--- config.mk ---
export PLATFORM = sky130hd
export DESIGN_NAME = spmp_entry_match
export DESIGN_NICKNAME = d
export VERILOG_FILES = /design/src/rtl/spmp_pkg.sv /design/src/rtl/spmp_entry_match.sv
export SDC_FILE = /design/constraint.sdc
export NUM_CORES = 1
export LEC_CHECK = 0
export CORE_MARGIN = 10
export CORE_UTILIZATION = 35
export DETAILED_ROUTE_END_ITERATION = 8
export GPL_ROUTABILITY_DRIVEN = 0
export PLACE_DENSITY = 0.71
export RECOVER_POWER = 25
export SYNTH_ARGS = -nofsm -noshare
export SYNTH_HDL_FRONTEND = slang
export SYNTH_SLANG_ARGS = --single-unit
--- constraint.sdc ---
create_clock -name vclk -period 8.5
set_input_delay 1.275 -clock vclk [all_inputs]
set_output_delay 1.275 -clock vclk [all_outputs]
set_load 0.02 [all_outputs]
--- src/rtl/spmp_pkg.sv ---
// ============================================================================
// Module      : spmp_pkg
// Description : Shared types and the permission helper for the SPMP checker.
// Revision    : 1.0 - initial release
// ============================================================================
`default_nettype none

package spmp_pkg;

    typedef enum logic [1:0] {
        SPMP_OFF   = 2'd0,
        SPMP_TOR   = 2'd1,
        SPMP_NA4   = 2'd2,
        SPMP_NAPOT = 2'd3
    } spmp_mode_e;

    typedef struct packed {
        logic       u;
        logic [1:0] rsvd;
        spmp_mode_e a;
        logic       x;
        logic       w;
        logic       r;
    } spmp_cfg_t;

    typedef logic [2:0] spmp_access_t;

    localparam spmp_access_t c_access_r = 3'b001;
    localparam spmp_access_t c_access_w = 3'b010;
    localparam spmp_access_t c_access_x = 3'b100;

    typedef enum logic [1:0] {
        ST_IDLE = 2'd0,
        ST_SCAN = 2'd1,
        ST_RESP = 2'd2
    } spmp_state_e;

    // A miss lets S-mode through and blocks U-mode.
    function automatic logic spmp_allow(input logic         hit,
                                        input spmp_cfg_t    cfg,
                                        input spmp_access_t access,
                                        input logic         priv_u);
        logic perm;
        logic result;
        perm = (cfg.r && access == c_access_r) ||
               (cfg.w && access == c_access_w) ||
               (cfg.x && access == c_access_x);
        if (!hit)
            result = !priv_u;
        else if (priv_u)
            result = cfg.u && perm;
        else
            result = !cfg.u && perm;
        return result;
    endfunction

endpackage

`default_nettype wire

--- src/rtl/spmp_entry_match.sv ---
// ============================================================================
// Module      : spmp_entry_match
// Description : Combinational address match for a single SPMP entry.
// Revision    : 1.0 - initial release
// ============================================================================
`default_nettype none

module spmp_entry_match
    import spmp_pkg::*;
#(
    parameter int PLEN = 56
) (
    input  wire logic [PLEN-3:0] i_addr,
    input  wire logic [PLEN-3:0] i_entry_addr,
    input  wire logic [PLEN-3:0] i_prev_addr,
    input  wire spmp_cfg_t       i_cfg,
    output logic                 o_match
);

    logic [PLEN-3:0] w_napot_mask;
    logic            w_unused_cfg;

    // Trailing ones plus the first zero form the don't-care field.
    assign w_napot_mask = ~(i_entry_addr ^ (i_entry_addr + 1'b1));
    assign w_unused_cfg = ^{i_cfg.u, i_cfg.rsvd, i_cfg.x, i_cfg.w, i_cfg.r};

    always_comb begin
        o_match = 1'b0;
        case (i_cfg.a)
            SPMP_TOR:   o_match = (i_addr >= i_prev_addr) && (i_addr < i_entry_addr);
            SPMP_NA4:   o_match = (i_addr == i_entry_addr);
            SPMP_NAPOT: o_match = ((i_addr ^ i_entry_addr) & w_napot_mask) == '0;
            default:    o_match = 1'b0;
        endcase
    end

endmodule

`default_nettype wire

Yosys cells after proc, flatten, opt, wreduce, memory -nomap -nowiden. Cells that the tools add are included.

Register bits: 0. Output and inout bits: 1. Logic and storage cells: 14.

Bitwise logic cells: 4. Muxes and demuxes: 1. Reduce and logical (&&, ||, !) cells: 2. Eq/ne operators: 4. $lt $le $gt $ge: 2. Add/subtract/negate cells: 1.

Operators by type and width (number): 54-bit XOR (2); 54-bit by 1-bit adder with 54-bit output (second input constant) (1); 54-bit AND (1); 54-bit equality test (1); 54-bit >= comparator (1); 54-bit logical NOT (1); 54-bit less-than comparator (1); 54-bit NOT (1); 2-bit equality test (second input constant) (2); 1-bit one-hot mux with 3 select lines (1); 2-bit by 1-bit equality test with 1-bit output (second input constant) (1); 1-bit logical AND (1).

Depth between registers and ports, before layout.
Depth in word-level cells: 6. Mapped depth: 10. Gate-level depth less buffers: 10.

Least setup slack after synthesis. No wires, ideal clock.

Kind: input-to-output. Start point: input port i_entry_addr[6]. End point: output port o_match. Arrival time: 3.320 ns. Cell stages on the path: 8. Required time: 7.225 ns. Path buffers: 0. Slack: 3.905 ns. Cell sequence: nand4_4 or4_4 nor3b_4 a21oi_1 or4_1 nor3_2 nand4_1 o211ai_2.

Longest elaborated chain between the ends: 6. Elaborated cells on any way between the ends: 10.

Ends and longest elaborated chain: start: declaration (RTL line spmp_entry_match.sv:14) `input wire logic [PLEN-3:0] i_entry_addr,`; 54-bit by 1-bit adder with 54-bit output (RTL line spmp_entry_match.sv:24) `assign w_napot_mask = ~(i_entry_addr ^ (i_entry_addr + 1'b1));`; 54-bit XOR (RTL line spmp_entry_match.sv:24); 54-bit NOT (RTL line spmp_entry_match.sv:24); 54-bit AND (RTL line spmp_entry_match.sv:32) `SPMP_NAPOT: o_match = ((i_addr ^ i_entry_addr) & w_napot_mask) == '0;`; 54-bit logical NOT (RTL line spmp_entry_match.sv:32); 1-bit one-hot mux with 3 select lines * (RTL line spmp_entry_match.sv:29) `case (i_cfg.a)`; end: declaration (RTL line spmp_entry_match.sv:17) `output logic o_match`.

Every way passes the cells marked *; elsewhere a longest branch is shown, timed or not.

Worst setup path after layout. Ends and elaborated chain as after synthesis.

==> flow_summary.json <==
{
  "vias": 4225,
  "tightestPinTransition_ps": 1505,
  "setup-tns-final_ps": 0,
  "regArea_um2": 0,
  "fmax_mhz": 145.0,
  "crit_path_end_kind": "output port",
  "nets": 938,
  "core-area_um2": 9774,
  "grt_max_degree": 15,
  "final_common_cell": "clkdlybuf4s50_1",
  "hold_violations": 0,
  "muxShareOfSynthArea_pct": 0,
  "clkPwrFrac_pct": 0,
  "drtIter0Drc": 159,
  "grt_first_pass_wirelength_um": 20440,
  "hold_ws_ps": 3905,
  "synth-adder-area-share_pct": 38.91,
  "fillers": 964,
  "power.total_uw": 238.7,
  "holdBufCountCts": 0,
  "syn_inst": 496,
  "synth_top_family_by_area": "adder cells",
  "start_kind": "input pin",
  "most-common-layout-cells": "165 x clkdlybuf4s50_1, 109 x inv_1, 109 x ha_1, 39 x a21oi_1, 27 x a21o_1",
  "power_switching_uw": 104.6,
  "ys_seq_area_share_pct": 0,
  "swShare_pct": 43.84,
  "p_int_uw": 134.1,
  "antenna_found_initial": 0,
  "die_h_um": 120.1,
  "violations": "capacitance limit, slew limit",
  "seq_cell_count": 0,
  "netlist_area_um2": 3505,
  "dp_hpwl_um": 11750,
  "drc": 0,
  "track_usage_pct": 16.43,
  "min_period_ps": 6897,
  "finalMaxSlewViolations": 14,
  "final_cells": 790,
  "synth_compound_area_share_pct": 26.38,
  "design.die.area_um2": 14420,
  "p_leak_uw": 0.002702,
  "drive_gt1_share_pct": 1.065,
  "rsz0062_at_grt": "false",
  "arrival_ps": 5620,
  "viasPerCell": 5.348,
  "ys_warn_count": 0,
  "hold_path_depth": 6,
  "die_x_um": 120.1,
  "io_pins": 171,
  "finish.utilization_pct": 54.20,
  "min_path_type": "input pin to output port",
  "maxCapViolations": 1,
  "status": "complete, but fails checks",
  "synth.distinct_cells": 43,
  "syn2layout_area_growth_pct": 51.16,
  "ant_nets": 0,
  "setup_viol": 0,
  "synth.avg_cell_area_um2": 7.066,
  "grt_pass1_vias": 4362,
  "wl_per_cell_um": 16.09,
  "routed_wl_um": 12720,
  "power.density_nw_per_um2": 45.06,
  "p_comb_share_pct": 100.0,
  "vdd_drop_max_mv": 0.02512,
  "period_share_pct": 81.14,
  "synth_xor_area_share_pct": 0,
  "start_util_pct": 35.86,
  "critPathMaxFanout": 13,
  "endpoint": "o_match",
  "post_cts_resized": 0,
  "worstSetupPathType": "input pin to output port",
  "worstSetupStartpoint": "i_entry_addr[6]",
  "clkbuf_count": 0,
  "grt-ovfl-total": 0,
  "dp_cells": 790,
  "port_buffers": 165,
  "synth_fp_nets": 775,
  "postCtsSetupRepairBufs": 0,
  "num_rows": 36,
  "dr.pass1.iters": 5,
  "antennaDiodeCount": 0,
  "synth_simple_gate_area_share_pct": 22.46,
  "power_frac_seq_pct": 0,
  "required_ps": 7220,
  "relSlewSlack_pct": -1.112
}
## kinds of logic after synthesis
logic type | after synthesis
buf+inv | 113
compound gates | 140
fa+ha+maj | 109
simple gates | 134
## cells in the mapped netlist, types with 5 or more instances
| cell | instances | area (µm²) |
|---|---|---|
| a21o_1 | 27 | 202.7 |
| a31oi_1 | 18 | 112.6 |
| nand4_1 | 24 | 150.1 |
| o211ai_1 | 5 | 37.54 |
| nand2_1 | 24 | 90.09 |
| nor2b_1 | 6 | 37.54 |
| a21oi_1 | 39 | 195.2 |
| ha_1 | 109 | 1364 |
| nor2_1 | 15 | 56.30 |
| nand3_1 | 8 | 40.04 |
| nor3_1 | 12 | 60.06 |
| and4_1 | 8 | 70.07 |
| o21ai_0 | 18 | 90.09 |
| inv_1 | 109 | 409.1 |
| nor4_1 | 12 | 75.07 |
| a41oi_1 | 9 | 78.83 |
| and3_1 | 9 | 56.30 |
## layer usage
metal	vias up	share of wire (%)	wire length [µm]	GRT usage, %
met5	-	0	0	0
met4	0	0.27	34	0.4525
met3	4	5.8	737	2.532
met2	136	50	6408	31.53
met1	1910	44	5534	19.60
li1	2175	-	-	-
## critical path, cell delays in order
cell             delay (ps)
clkdlybuf4s50_1         560
nand4_4                 190
or4_4                   580
nor3_1                 1150
a31oi_1                 180
or4_1                   580
nor3_2                  130
nand4_1                 120
o211ai_2                190
clkdlybuf4s50_1         660
## power by group through the flow
| stage | combinational [µW] | clock (µW) | sequential, µW |
|---|---|---|---|
| 2_1_floorplan | 115 | 0 | 0 |
| 3_3_place_gp | 230 | 0 | 0 |
| 3_5_place_dp | 237 | 0 | 0 |
| 4_1_cts | 239 | 0 | 0 |
| 5_1_grt | 267 | 0 | 0 |
| 6_report | 239 | 0 | 0 |
## worst min-delay path by stage
stage,to,startpoint,slack [ps]
3_3_place_gp,o_match,i_cfg[4],3920
6_report,o_match,i_cfg[4],3900
5_1_grt,o_match,i_cfg[4],3950
3_5_place_dp,o_match,i_cfg[4],3930
2_1_floorplan,o_match,i_cfg[4],2880
4_1_cts,o_match,i_cfg[4],3930
## metrics by stage
step	worst slack [ps]	cell area [µm²]
6_report	1603	5298
5_1_grt	1393	5298
3_3_place_gp	2139	5303
3_5_place_dp	2088	5303
2_1_floorplan	3905	3505
4_1_cts	2089	5303
## area by class of cell
type / instances / area [µm²] / area share [%]
multi-input combinational: 383 / 3070 / 57.96
timing repair buffer: 165 / 1652 / 31.18
inverter: 109 / 409.1 / 7.723
tap: 133 / 166.4 / 3.141
No activity file was read; power rests on OpenSTA's default activity.
